==> config.mk <==
export PLATFORM = sky130hd
export DESIGN_NAME = bias_add_14
export DESIGN_NICKNAME = d
export VERILOG_FILES = /design/src/rtl/bias_add_14_pkg.sv /design/src/rtl/bias_regfile.sv /design/src/rtl/bias_add_14.sv
export SDC_FILE = /design/constraint.sdc
export NUM_CORES = 1
export LEC_CHECK = 0
export BUFFER_PORTS_ARGS = -buffer_cell sky130_fd_sc_hd__buf_2
export CORE_MARGIN = 4
export CORE_UTILIZATION = 65
export CTS_CLUSTER_DIAMETER = 120
export DETAILED_ROUTE_END_ITERATION = 10
export HOLD_SLACK_MARGIN = 0.02
export PLACE_DENSITY = 0.81
export SETUP_SLACK_MARGIN = 0.3
export SYNTH_ARGS = -nofsm -noshare
export SYNTH_HDL_FRONTEND = slang
export SYNTH_SLANG_ARGS = --single-unit
==> constraint.sdc <==
create_clock -name ap_clk -period 7.25 [get_ports ap_clk]
set_input_delay 0.3625 -clock ap_clk [delete_from_list [all_inputs] [get_ports ap_clk]]
set_output_delay 0.3625 -clock ap_clk [all_outputs]
set_load 0.03 [all_outputs]
==> src/rtl/bias_add_14_pkg.sv <==
// Shared constants for the layer-14 bias-add stage: frame geometry defaults,
// coefficient width default and FSM state encodings.
package bias_add_14_pkg;

    // Layer-14 geometry defaults (output channels, output pixels per frame).
    localparam int unsigned KERN_S_K_14 = 16;
    localparam int unsigned OUT_S_14    = 169;

    // Default coefficient / data width.
    localparam int unsigned COEFF_WIDTH = 16;

    // FSM state encodings.
    localparam logic [0:0] ST_LOAD = 1'b0;
    localparam logic [0:0] ST_RUN  = 1'b1;

endpackage

==> src/rtl/bias_regfile.sv <==
// Per-channel bias cache: one synchronous write port, one combinational read port.
module bias_regfile
    import bias_add_14_pkg::*;
#(
    parameter int unsigned N_CH    = KERN_S_K_14,
    parameter int unsigned COEFF_W = COEFF_WIDTH,
    parameter int unsigned ADDR_W  = (N_CH > 1) ? $clog2(N_CH) : 1
) (
    input  logic               i_clk,
    input  logic               i_we,
    input  logic [ADDR_W-1:0]  i_waddr,
    input  logic [COEFF_W-1:0] i_wdata,
    input  logic [ADDR_W-1:0]  i_raddr,
    output logic [COEFF_W-1:0] o_rdata
);

    logic [COEFF_W-1:0] r_mem [N_CH];

    // Cache write; contents are fully rewritten every frame, so no reset is needed.
    always_ff @(posedge i_clk) begin
        if (i_we) begin
            r_mem[i_waddr] <= i_wdata;
        end
    end

    assign o_rdata = r_mem[i_raddr];

endmodule

==> src/rtl/bias_add_14.sv <==
// Layer-14 bias stage: caches one frame's worth of biases from the bias FIFO,
// then adds the per-channel bias to each conv result with saturation.
module bias_add_14
    import bias_add_14_pkg::*;
#(
    parameter int unsigned N_CH    = KERN_S_K_14,
    parameter int unsigned N_PIX   = OUT_S_14,
    parameter int unsigned COEFF_W = COEFF_WIDTH,
    parameter int unsigned DATA_W  = COEFF_WIDTH
) (
    input  logic               ap_clk,
    input  logic               ap_rst_n,
    input  logic [COEFF_W-1:0] bias_V_dout,
    input  logic               bias_V_empty_n,
    output logic               bias_V_read,
    input  logic [DATA_W-1:0]  input_V_dout,
    input  logic               input_V_empty_n,
    output logic               input_V_read,
    output logic [DATA_W-1:0]  output_V_din,
    input  logic               output_V_full_n,
    output logic               output_V_write
);

    localparam int unsigned SUM_W = ((DATA_W > COEFF_W) ? DATA_W : COEFF_W) + 1;
    localparam int unsigned CH_W  = (N_CH > 1) ? $clog2(N_CH) : 1;
    localparam int unsigned PIX_W = (N_PIX > 1) ? $clog2(N_PIX) : 1;

    localparam logic [CH_W-1:0]  CH_LAST  = CH_W'(N_CH - 1);
    localparam logic [PIX_W-1:0] PIX_LAST = PIX_W'(N_PIX - 1);

    // Clamp bounds expressed in the widened sum domain.
    localparam logic [SUM_W-1:0] SAT_MAX =
        {{(SUM_W - DATA_W + 1){1'b0}}, {(DATA_W - 1){1'b1}}};
    localparam logic [SUM_W-1:0] SAT_MIN =
        {{(SUM_W - DATA_W + 1){1'b1}}, {(DATA_W - 1){1'b0}}};

    logic [0:0]        r_state;
    logic [CH_W-1:0]   r_ch_cnt;
    logic [PIX_W-1:0]  r_pix_cnt;
    logic              r_out_vld;
    logic [DATA_W-1:0] r_out_reg;

    logic               w_bias_pop;
    logic               w_in_pop;
    logic               w_out_wr;
    logic [COEFF_W-1:0] w_bias;
    logic [SUM_W-1:0]   w_data_ext;
    logic [SUM_W-1:0]   w_bias_ext;
    logic [SUM_W-1:0]   w_sum;
    logic [DATA_W-1:0]  w_sat;

    // Strobes are gated by reset so nothing is popped or pushed while it is held.
    assign w_bias_pop = ap_rst_n & (r_state == ST_LOAD) & bias_V_empty_n;
    assign w_in_pop   = ap_rst_n & (r_state == ST_RUN) & input_V_empty_n
                        & (~r_out_vld | output_V_full_n);
    assign w_out_wr   = ap_rst_n & r_out_vld & output_V_full_n;

    assign bias_V_read    = w_bias_pop;
    assign input_V_read   = w_in_pop;
    assign output_V_write = w_out_wr;
    assign output_V_din   = r_out_reg;

    // Load and lookup share the channel counter: it walks the cache in both states.
    bias_regfile #(
        .N_CH    (N_CH),
        .COEFF_W (COEFF_W),
        .ADDR_W  (CH_W)
    ) u_bias_regfile (
        .i_clk   (ap_clk),
        .i_we    (w_bias_pop),
        .i_waddr (r_ch_cnt),
        .i_wdata (bias_V_dout),
        .i_raddr (r_ch_cnt),
        .o_rdata (w_bias)
    );

    assign w_data_ext = {{(SUM_W - DATA_W){input_V_dout[DATA_W-1]}}, input_V_dout};
    assign w_bias_ext = {{(SUM_W - COEFF_W){w_bias[COEFF_W-1]}}, w_bias};
    assign w_sum      = w_data_ext + w_bias_ext;

    // Saturate the widened sum back into the signed data range.
    always_comb begin
        w_sat = w_sum[DATA_W-1:0];
        if ($signed(w_sum) > $signed(SAT_MAX)) begin
            w_sat = SAT_MAX[DATA_W-1:0];
        end else if ($signed(w_sum) < $signed(SAT_MIN)) begin
            w_sat = SAT_MIN[DATA_W-1:0];
        end
    end

    // FSM and channel/pixel counters.
    always_ff @(posedge ap_clk or negedge ap_rst_n) begin
        if (!ap_rst_n) begin
            r_state   <= ST_LOAD;
            r_ch_cnt  <= '0;
            r_pix_cnt <= '0;
        end else begin
            case (r_state)
                ST_LOAD: begin
                    if (w_bias_pop) begin
                        if (r_ch_cnt == CH_LAST) begin
                            r_ch_cnt  <= '0;
                            r_pix_cnt <= '0;
                            r_state   <= ST_RUN;
                        end else begin
                            r_ch_cnt <= r_ch_cnt + CH_W'(1);
                        end
                    end
                end
                ST_RUN: begin
                    if (w_in_pop) begin
                        if (r_ch_cnt == CH_LAST) begin
                            r_ch_cnt <= '0;
                            if (r_pix_cnt == PIX_LAST) begin
                                r_pix_cnt <= '0;
                                r_state   <= ST_LOAD;
                            end else begin
                                r_pix_cnt <= r_pix_cnt + PIX_W'(1);
                            end
                        end else begin
                            r_ch_cnt <= r_ch_cnt + CH_W'(1);
                        end
                    end
                end
                default: begin
                    r_state <= ST_LOAD;
                end
            endcase
        end
    end

    // Output register: a new pop replaces the value, a write alone retires it.
    always_ff @(posedge ap_clk or negedge ap_rst_n) begin
        if (!ap_rst_n) begin
            r_out_vld <= 1'b0;
            r_out_reg <= '0;
        end else if (w_in_pop) begin
            r_out_vld <= 1'b1;
            r_out_reg <= w_sat;
        end else if (w_out_wr) begin
            r_out_vld <= 1'b0;
        end
    end

endmodule
==> results.cfg <==
[setup_path]
crit_type = register to register
arrival_ns = 5.20
crit_path_start_kind = register
cp_max_fo = 41
worstSetupEndpointType = register
crit_required_ns = 7.63
reg2reg_slack_ns = 2.44

[place]
gp_congestion = 0.872
hpwlAfterDp_um = 15100
io_buffers = 55

[job]
maxCapViolCount = 0

[sta]
maxSlewHeadroom_pct = 22.1
tightest_slew_ns = 1.17
fin_crit_sh_pct = 66.4
slew_viol_final = 0
setup_viol_count_final = 0
final_hold_viol_count = 0
finalSetupTns_ns = 0
period_needed_ns = 4.81
fmaxAchievable_mhz = 208
skew_ns = 0.00984
rsz0062_at_grt = no

[detailed_routing]
routed_wl_um = 27000
post_drt_wl_per_cell_um = 28.2
drt_iter0_markers = 632
ant_nets = 0
vias = 6392
viasPerCell = 6.67
drc = 0
firstDrtPassIters = 5

[power_and_ir_drop]
p_clk_share_pct = 29.4
power_frac_seq_pct = 37.2
power_frac_comb_pct = 33.5
vdd_drop_max_mv = 0.332
internal-power_mw = 3.53
p_sw_mw = 1.66
total_power_mw = 5.20
leakagePower_nw = 4.58
sw_frac_of_total_pct = 32.0
powerDensity_nw_per_um2 = 385

[floorplanning]
die_y_um = 144
fp.dieW_um = 144
coreArea_um2 = 18000
initial_core_util_pct = 66.3
rows = 49
dieArea_um2 = 20600
num_io_pins = 56

[cells_and_area]
multiInputGateArea_um2 = 3340
area.sequential_um2 = 8440
diodes = 0
syn2layout_area_growth_pct = 12.8
fill_cells = 963
drive_gt1_share_pct = 28.8
nets = 767

[synthesis]
synth-edff-count = 256
ys_types = 48
syn_inst = 634
avgSynthCellArea_um2 = 18.9
synth_area_um2 = 12000
ys_seq_elements = 286
async_flop_share_pct = 10.5
syn-num-nets = 694
ys_seq_area_share_pct = 70.6
ys.warnings.count = 0
ys.flop_type = edfxtp_1

[clocking]
cts_sinks = 286
cts_tree = built
hold_buffers = 1
numCtsBuffers = 29
cts_max_level = 1
path_clk_slew_ns = 0.06
clock_path_buffers = 3
cts_resized = 0
clock_latency_ns = 0.53
post_cts_buffers = 0
ctsRootBufferMaster = clkbuf_16

[grt]
grt_usage_pct = 27.5
grt_max_degree = 51
overflow = 0
grt_pass1_wl_um = 41200
antenna_found_initial = 2
grt_pass1_vias = 6598

[min_path]
min_path_type = input port to register

[run_status]
outcome = completed
==> worst paths after layout <==
path,cells after the start,endpoint,startpoint
min,3,r_out_vld,input_V_empty_n
max in group asynchronous,2,r_ch_cnt[0],ap_rst_n
max,11,output_V_din[5],r_ch_cnt[0]
min in group asynchronous,2,output_V_din[5],ap_rst_n
min reg2reg,1,r_pix_cnt[7],r_pix_cnt[7]
max reg2reg,11,output_V_din[5],r_ch_cnt[0]
==> cells in the final DEF (no fill, tap or decap), types with 3 or more instances in the layout <==
| master | instances |
|---|---|
| a211oi_1 | 9 |
| a21oi_1 | 12 |
| a311oi_2 | 4 |
| a31oi_1 | 4 |
| and2_1 | 15 |
| and3_1 | 6 |
| buf_2 | 55 |
| buf_4 | 13 |
| bufinv_16 | 5 |
| clkbuf_1 | 4 |
| clkbuf_16 | 29 |
| clkinv_1 | 5 |
| clkinv_2 | 7 |
| dfrtp_1 | 28 |
| edfxtp_1 | 256 |
| ha_1 | 22 |
| inv_1 | 12 |
| maj3_1 | 4 |
| mux4_2 | 80 |
| nand2_1 | 36 |
| nand3_1 | 7 |
| nor2_1 | 27 |
| o21a_1 | 4 |
| o21ai_0 | 28 |
| o31ai_1 | 6 |
| xnor2_1 | 11 |
| xor2_1 | 3 |
==> state kept, by name (all words and copies together), names as in the netlist <==
register and cells:
u_bias_regfile.r_mem 256, r_state 1, output_V_din 16, r_pix_cnt 8, r_ch_cnt 4, r_out_vld 1
==> cells in the mapped netlist (all sizes together), types with 15 or more instances <==
cell type,instances,area [µm²]
o21ai,30,154
ha,22,275
nor2,28,105
and2,15,93.8
dfrtp,30,751
edfxtp,256,7690
nand2,36,135
mux4,80,1800
clkbuf,15,57.6
==> routing by layer <==
metal  up-vias  part of all wire, %  global-route usage [%]
li1       2717                    -                       -
met1      3323                   39                    39.0
met2       307                   51                    45.7
met3        41                  8.2                    5.09
met4         4                  1.6                    6.29
met5         -                 0.10                       0
==> final cells by class <==
| class | count | share of cell area, % |
|---|---|---|
| Tap cell | 229 | 2.13 |
| Timing Repair Buffer | 69 | 2.84 |
| Clock inverter | 20 | 1.74 |
| Multi-Input combinational cell | 308 | 24.8 |
| Inverter | 13 | 0.362 |
| Sequential cell | 286 | 62.6 |
| Clock buffer | 33 | 5.49 |
==> metrics by stage <==
| stage | utilization (%) | std cells | area [µm²] | setup WS, ns | hold slack (ns) |
|---|---|---|---|---|---|
| global route | 74.8 | 958 | 13500 | 2.01 | 0.119 |
| finish | 74.8 | 958 | 13500 | 2.44 | 0.103 |
| floorplan | - | 634 | 12000 | 3.13 | 0.0669 |
| CTS | 74.8 | 958 | 13500 | 2.34 | 0.0896 |
| global placement | 69.3 | 904 | 12500 | 2.49 | 0.427 |
| detailed placement | 69.3 | 904 | 12500 | 2.34 | 0.442 |
==> power by group through the flow <==
| stage | sequential (mW) | combinational, mW | clock, mW |
|---|---|---|---|
| floorplan | 2.00 | 1.29 | 0 |
| global placement | 1.96 | 1.68 | 0 |
| detailed placement | 1.97 | 1.72 | 0 |
| CTS | 1.93 | 1.75 | 1.54 |
| global route | 1.94 | 1.88 | 1.62 |
| finish | 1.93 | 1.74 | 1.53 |
==> worst max-delay path, stage by stage (launching register included) <==
cell	delay, ns
dfrtp_4	0.77
buf_4	0.73
mux4_2	0.60
mux4_2	0.49
ha_1	0.38
a21oi_1	0.20
o21ai_0	0.12
o21ai_0	0.30
o311ai_4	0.17
xnor2_2	0.29
or2_1	0.41
a311oi_2	0.17
==> kinds of logic after synthesis <==
logic type	synth area share, %
XOR/XNOR	1.16
adder cells (fa/ha/maj)	2.81
flip-flops	70.6
buffers and inverters	1.45
multiplexers	15.2
AO/OA/AOI/OAI	4.63
AND/OR/NAND/NOR	4.21
No activity file was read; power rests on OpenSTA's default activity.
